File: src/rtl/uart_rx_if.sv
// ---------------------------------------------------------------------------
// uart_rx_if : bundle between the UART receiver and its environment.
//
//   rx        serial line into the receiver (idle high)
//   dout      last correctly framed byte
//   rx_done   one-cycle pulse, dout just updated with a good byte
//   frame_err one-cycle pulse, stop bit was sampled low
//
// master : the side that drives the serial line and consumes the results
// slave  : the receiver itself
// ---------------------------------------------------------------------------
interface uart_rx_if #(
  parameter int DBIT = 8
);
  logic            rx;
  logic [DBIT-1:0] dout;
  logic            rx_done;
  logic            frame_err;

  modport master (output rx, input  dout, rx_done, frame_err);
  modport slave  (input  rx, output dout, rx_done, frame_err);
endinterface

File: src/rtl/uart_rx.sv
// ---------------------------------------------------------------------------
// uart_rx : 8N1 UART receiver, 16x oversampling, internal baud-tick divider.
//
// Ports
//   clk      system clock, everything on posedge
//   reset    synchronous, active-high
//   rx_bus   uart_rx_if.slave : rx in; dout / rx_done / frame_err out
//
// Parameters
//   DBIT      data bits per frame (LSB first)
//   SB_TICK   oversample ticks spent in the stop bit (16 = one stop bit)
//   BAUD_DIV  clk cycles per oversample tick
//
// dout, rx_done and frame_err are registered: rx_done rises on the same
// edge that loads dout, so a consumer can latch dout on rx_done directly.
// There is no backpressure; rx_done must be taken on the cycle it is high.
// ---------------------------------------------------------------------------
module uart_rx #(
  parameter int DBIT     = 8,
  parameter int SB_TICK  = 16,
  parameter int BAUD_DIV = 326
) (
  input  logic     clk,
  input  logic     reset,
  uart_rx_if.slave rx_bus
);

  localparam int CW = (BAUD_DIV > 1) ? $clog2(BAUD_DIV) : 1;
  // s counts up to 15 in START/DATA and up to SB_TICK-1 in STOP
  localparam int SW = (SB_TICK > 16) ? $clog2(SB_TICK) : 4;
  localparam int NW = (DBIT > 1) ? $clog2(DBIT) : 1;

  typedef enum logic [2:0] {
    IDLE,
    START,
    DATA,
    STOP,
    WAIT_IDLE
  } state_t;

  // -------------------------------------------------------------------------
  // Input synchronizer. Both flops reset to 1 so a reset never looks like
  // a start edge.
  // -------------------------------------------------------------------------
  logic r_sync1, r_sync2;
  logic w_rx_s;

  always_ff @(posedge clk) begin
    if (reset) begin
      r_sync1 <= 1'b1;
      r_sync2 <= 1'b1;
    end else begin
      r_sync1 <= rx_bus.rx;
      r_sync2 <= r_sync1;
    end
  end

  assign w_rx_s = r_sync2;

  // -------------------------------------------------------------------------
  // Oversample tick. Free-running; deliberately not realigned on the start
  // edge, the mid-bit sampling tolerates up to one tick of phase error.
  // -------------------------------------------------------------------------
  logic [CW-1:0] r_tick_cnt;
  logic          w_tick;

  assign w_tick = (r_tick_cnt == CW'(BAUD_DIV - 1));

  always_ff @(posedge clk) begin
    if (reset)       r_tick_cnt <= '0;
    else if (w_tick) r_tick_cnt <= '0;
    else             r_tick_cnt <= r_tick_cnt + CW'(1);
  end

  // -------------------------------------------------------------------------
  // Frame FSM: state register
  // -------------------------------------------------------------------------
  state_t          r_state,     w_state;
  logic [SW-1:0]   r_s,         w_s;
  logic [NW-1:0]   r_n,         w_n;
  logic [DBIT-1:0] r_b,         w_b;
  logic [DBIT-1:0] r_dout,      w_dout;
  logic            r_rx_done,   w_rx_done;
  logic            r_frame_err, w_frame_err;

  always_ff @(posedge clk) begin
    if (reset) begin
      r_state     <= IDLE;
      r_s         <= '0;
      r_n         <= '0;
      r_b         <= '0;
      r_dout      <= '0;
      r_rx_done   <= 1'b0;
      r_frame_err <= 1'b0;
    end else begin
      r_state     <= w_state;
      r_s         <= w_s;
      r_n         <= w_n;
      r_b         <= w_b;
      r_dout      <= w_dout;
      r_rx_done   <= w_rx_done;
      r_frame_err <= w_frame_err;
    end
  end

  // -------------------------------------------------------------------------
  // Frame FSM: next state / outputs
  // -------------------------------------------------------------------------
  always_comb begin
    w_state     = r_state;
    w_s         = r_s;
    w_n         = r_n;
    w_b         = r_b;
    w_dout      = r_dout;
    w_rx_done   = 1'b0;
    w_frame_err = 1'b0;

    unique case (r_state)
      // Falling edge seen; ticks are irrelevant until we leave IDLE.
      IDLE: begin
        if (!w_rx_s) begin
          w_state = START;
          w_s     = '0;
        end
      end

      // Wait half a bit, then confirm the line is still low. A high line
      // here was a glitch, not a start bit.
      START: begin
        if (w_tick) begin
          if (r_s == SW'(7)) begin
            if (!w_rx_s) begin
              w_state = DATA;
              w_s     = '0;
              w_n     = '0;
            end else begin
              w_state = IDLE;
            end
          end else begin
            w_s = r_s + SW'(1);
          end
        end
      end

      // Sample every 16 ticks from the start-bit midpoint, i.e. mid data bit.
      // LSB arrives first, so shift in from the top.
      DATA: begin
        if (w_tick) begin
          if (r_s == SW'(15)) begin
            w_b = {w_rx_s, r_b[DBIT-1:1]};
            w_s = '0;
            if (r_n == NW'(DBIT - 1)) w_state = STOP;
            else                      w_n = r_n + NW'(1);
          end else begin
            w_s = r_s + SW'(1);
          end
        end
      end

      // Stop bit judged at its midpoint. Returning to IDLE here (rather than
      // at the end of the stop bit) is what lets a back-to-back start edge
      // be caught.
      STOP: begin
        if (w_tick) begin
          if (r_s == SW'(SB_TICK - 1)) begin
            if (w_rx_s) begin
              w_dout    = r_b;
              w_rx_done = 1'b1;
              w_state   = IDLE;
            end else begin
              w_frame_err = 1'b1;
              w_state     = WAIT_IDLE;
            end
          end else begin
            w_s = r_s + SW'(1);
          end
        end
      end

      // A line held low (break) must not look like an endless run of frames.
      WAIT_IDLE: begin
        if (w_rx_s) w_state = IDLE;
      end

      default: w_state = IDLE;
    endcase
  end

  assign rx_bus.dout      = r_dout;
  assign rx_bus.rx_done   = r_rx_done;
  assign rx_bus.frame_err = r_frame_err;

endmodule

File: src/flat_wrapper.sv
// flat-port wrapper written by rule: the top's interface ports become plain ports
module uart_rx_flat 
#(
  parameter int DBIT     = 8,
  parameter int SB_TICK  = 16,
  parameter int BAUD_DIV = 326
)
  (clk, reset, rx_bus_rx, rx_bus_dout, rx_bus_rx_done, rx_bus_frame_err);
  uart_rx_if #(.DBIT(DBIT)) rx_bus_i ();
  input  logic clk;
  input  logic reset;
  input wire logic [$bits(rx_bus_i.rx)-1:0] rx_bus_rx;
  output wire logic [$bits(rx_bus_i.dout)-1:0] rx_bus_dout;
  output wire logic [$bits(rx_bus_i.rx_done)-1:0] rx_bus_rx_done;
  output wire logic [$bits(rx_bus_i.frame_err)-1:0] rx_bus_frame_err;
  assign rx_bus_i.rx = rx_bus_rx;
  assign rx_bus_dout = rx_bus_i.dout;
  assign rx_bus_rx_done = rx_bus_i.rx_done;
  assign rx_bus_frame_err = rx_bus_i.frame_err;
  uart_rx #(.DBIT(DBIT), .SB_TICK(SB_TICK), .BAUD_DIV(BAUD_DIV)) u_core (.clk(clk), .reset(reset), .rx_bus(rx_bus_i));
endmodule
File: config.mk
export PLATFORM = sky130hd
export DESIGN_NAME = uart_rx_flat
export DESIGN_NICKNAME = d
export VERILOG_FILES = /design/src/rtl/uart_rx_if.sv /design/src/rtl/uart_rx.sv /design/src/flat_wrapper.sv
export SDC_FILE = /design/constraint.sdc
export NUM_CORES = 1
export LEC_CHECK = 0
export BUFFER_PORTS_ARGS = -buffer_cell sky130_fd_sc_hd__buf_2
export CAP_MARGIN = 20
export CORE_ASPECT_RATIO = 0.75
export CORE_MARGIN = 2
export CORE_UTILIZATION = 37
export CTS_CLUSTER_SIZE = 30
export DETAILED_ROUTE_END_ITERATION = 7
export PLACE_DENSITY = 0.49
export SLEW_MARGIN = 20
export SYNTH_ARGS = -nofsm -noshare
export SYNTH_HDL_FRONTEND = slang
export SYNTH_SLANG_ARGS = --single-unit
File: constraint.sdc
create_clock -name clk -period 3.59 [get_ports clk]
set_clock_uncertainty 0.2 [all_clocks]
set_input_delay 0 -clock clk [delete_from_list [all_inputs] [get_ports clk]]
set_output_delay 0 -clock clk [all_outputs]
set_load 0.01 [all_outputs]
==> results_dict.tcl <==
set metrics [dict create \
    critPathSlowestCell "nor4b_1" \
    ios 13 \
    yosys-top-cells-count "41 x nor2_1, 39 x dfxtp_1, 17 x mux2i_1" \
    grtUsageMet2_pct 21.3 \
    fp.dieH_um 64.4 \
    clock_sinks 39 \
    post_cts_resized 0 \
    synth_warnings 0 \
    synth_nets 208 \
    cts_tree "built" \
    antenna_found_initial 0 \
    fillers 465 \
    die_area_sq_mm 0.00545 \
    ys_types 46 \
    period_needed_ns 2.31 \
    slew_headroom_pct 56.2 \
    yosysTopAreaCell "dfxtp_1" \
    cp-startpoint "u_core.r_tick_cnt[6]" \
    htree_levels 2 \
    detail-route-antenna-nets 0 \
    hold-path-cell-count 3 \
    powerDensity_mw_per_mm2 455 \
    yosysMostFrequentCell "nor2_1" \
    avgRoutedWirePerCell_um 13.2 \
    worst_pin_slew_ns 0.648 \
    critPathRequiredTime_ns 3.58 \
    grtUsageMet1_pct 19.5 \
    synthArstFlopShare_pct 0 \
    hold_violations 0 \
    start_util_pct 39.4 \
    gr-total-overflow 0 \
    hold_class "in2reg" \
    gr-max-usage-layer "met2" \
    cts_buffer_depth 2 \
    synth_edf_count 0 \
    cp.depth 5 \
    drtPass1Iterations 4 \
    slowest_delay_ns 0.57 \
    crit_end "u_core.r_s[0]" \
    worst_ep_arrival_time_ns 2.30 \
    vias_per_cell 5.31 \
    synth_ff_type "dfxtp_1" \
    yosys-top-cells-area "dfxtp_1 43%, mux2i_1 9.4%, nor2_1 8.5%, ha_1 3.5%, xor2_1 3.4%" \
    vdd_drop_max_mv 0.174 \
    netlist_instances 200 \
    ys_seq_elements 39 \
    ff2ff_setup_slack_ns 1.28 \
    ctsRootBufferMaster "clkbuf_8" \
    grt_max_degree 31 \
    cp_top_family "compound AO/OA/AOI/OAI gates" \
    n_antenna_cell 0 \
    r2r_start "u_core.r_tick_cnt[6]" \
    yosysTopAreaCellShare_pct 43.3 \
    vias 1418 \
    cts_buffers 5 \
    end_kind "flip-flop" \
    critPathBufInv 0 \
    drv_slew 0 \
    drt_iter0_drc 91 \
    r2r_cells 5 \
    grt_util_all_layers_pct 14.3 \
    setup_viol 0 \
    rows 21 \
    r2r-end "u_core.r_s[0]" \
    syn_to_final_growth_pct 13.2 \
    worstPathMaxFanout 5 \
    syn_area_sq_mm 0.00180 \
    place.detailed.hpwl_mm 2.49 \
    clkTransAtPathRegs_ns 0.07 \
    die_w_um 84.6 \
    final_nets 217 \
    status "finished clean" \
    grt_util_met3_pct 5.10 \
    grt_first_pass_wirelength_mm 6.23 \
    drc_errors 0 \
    crit_chain "nor4b_1, a31oi_1, a2111oi_2, nor2_1, a21o_1" \
    utilization_pct 44.6 \
    worstSetupPathType "reg2reg" \
    synth-seq-area-share_pct 43.3 \
    fmax_mhz 432 \
    setup-tns-final_ns 0 \
    period_share_pct 64.5 \
    critPathLaunchType "flip-flop" \
    drt-total-wl_mm 3.52 \
    place_congestion 0.780 \
    port_buffers 12 \
    grt_pass1_vias 1345 \
    maxCapViolCount 0 \
    drive_gt1_share_pct 12.4 \
    insertion_delay_ns 0.29 \
    rsz0062_at_grt "no" \
    p_leak_nw 0.908 \
    core_area_sq_mm 0.00457 \
    synth.avg_cell_area_sq_um 9.01 \
]
-- cells by family (layout without fill, tap and decap cells) --
family / Yosys count / in the layout / share of synthesized area [%]
buf+inv: 17 / 27 / 3.61
fa+ha+maj: 5 / 5 / 3.47
mux: 17 / 17 / 9.44
flops: 39 / 39 / 43.3
simple gates: 81 / 81 / 23.0
xor+xnor: 9 / 9 / 4.38
compound gates: 32 / 32 / 12.8
-- layer usage --
metal  share of wire (%)  vias to the layer above
li1                    -                      730
met1                  53                      657
met2                  42                       27
met3                 4.6                        4
met4                0.71                        0
met5                   0                        -
-- tightest hold or removal path, delay by kind of cell --
family	cells	cell delay (ns)
buffers and inverters	2	0.61
and+or+nand+nor	1	0.08
-- layout by cell type (no fill, tap or decap), types with 2 or more instances in the layout --
cell,count
dlygate4sd3_1,2
or2_2,2
inv_1,5
nand4_1,4
clkbuf_8,5
nand2b_1,2
o21ai_0,7
nor2_1,41
nor4_1,2
xor2_1,7
dfxtp_1,39
bufinv_16,2
a21o_1,2
a2bb2oi_1,2
xnor2_1,2
a22oi_1,2
ha_1,5
nor3_1,2
a211oi_1,2
a31oi_1,2
mux2i_1,17
a21oi_1,5
nand2_1,4
buf_2,12
o31ai_1,2
nand3b_1,2
nand3_1,9
-- state kept, by name, indices dropped and copies added, names as in the netlist --
name and cells:
u_core.r_s 4, u_core.rx_bus.frame_err 1, u_core.rx_bus.dout 8, u_core.r_sync2 1, u_core.r_state 3, u_core.r_n 3, u_core.r_tick_cnt 9, u_core.r_sync1 1
u_core.r_b 8, u_core.rx_bus.rx_done 1
-- through the flow --
| step | setup WS (ns) | total power, mW | hold slack [ns] | cells | instance area (sq um) |
|---|---|---|---|---|---|
| 5_1_grt | 1.06 | 0.968 | 0.237 | 267 | 2040 |
| 6_report | 1.28 | 0.927 | 0.218 | 267 | 2040 |
| 3_3_place_gp | 1.36 | 0.508 | -0.0154 | 257 | 1890 |
| 2_1_floorplan | 1.50 | 0.498 | -0.0962 | 200 | 1800 |
| 3_5_place_dp | 1.32 | 0.510 | -0.0122 | 257 | 1890 |
| 4_1_cts | 1.31 | 0.941 | 0.208 | 267 | 2040 |
-- timing repair --
item / in CTS / in global routing
setup buffers: 0 / 0
hold buffers: 2 / 0
hold endpoints to repair: 21 / 0
-- report_power, final --
group          leakage, nW  total [mW]  internal [mW]  switching (mW)
Clock               0.0654       0.426          0.278           0.148
Sequential           0.315       0.452          0.438          0.0141
Combinational        0.527      0.0494         0.0205          0.0289
Total                0.908       0.927          0.736           0.191
-- layout make-up --
type	count	area, sq um	area share (%)
Clock buffer	6	72.6	3.56
Multi-Input combinational cell	144	956	46.9
Timing Repair Buffer	14	80.1	3.93
Sequential cell	39	781	38.3
Tap cell	57	71.3	3.50
Inverter	5	18.8	0.920
Clock inverter	2	60.1	2.94
-- worst min path at each step --
| stage | from | endpoint |
|---|---|---|
| after global routing | rx_bus_rx | u_core.r_sync1 |
| final | rx_bus_rx | u_core.r_sync1 |
| after CTS | rx_bus_rx | u_core.r_sync1 |
| after detailed placement | rx_bus_rx | u_core.r_sync1 |
| after floorplan | rx_bus_rx | u_core.r_sync1 |
| after global placement | rx_bus_rx | u_core.r_sync1 |
Note: power is estimated with default switching activity, not from simulation.
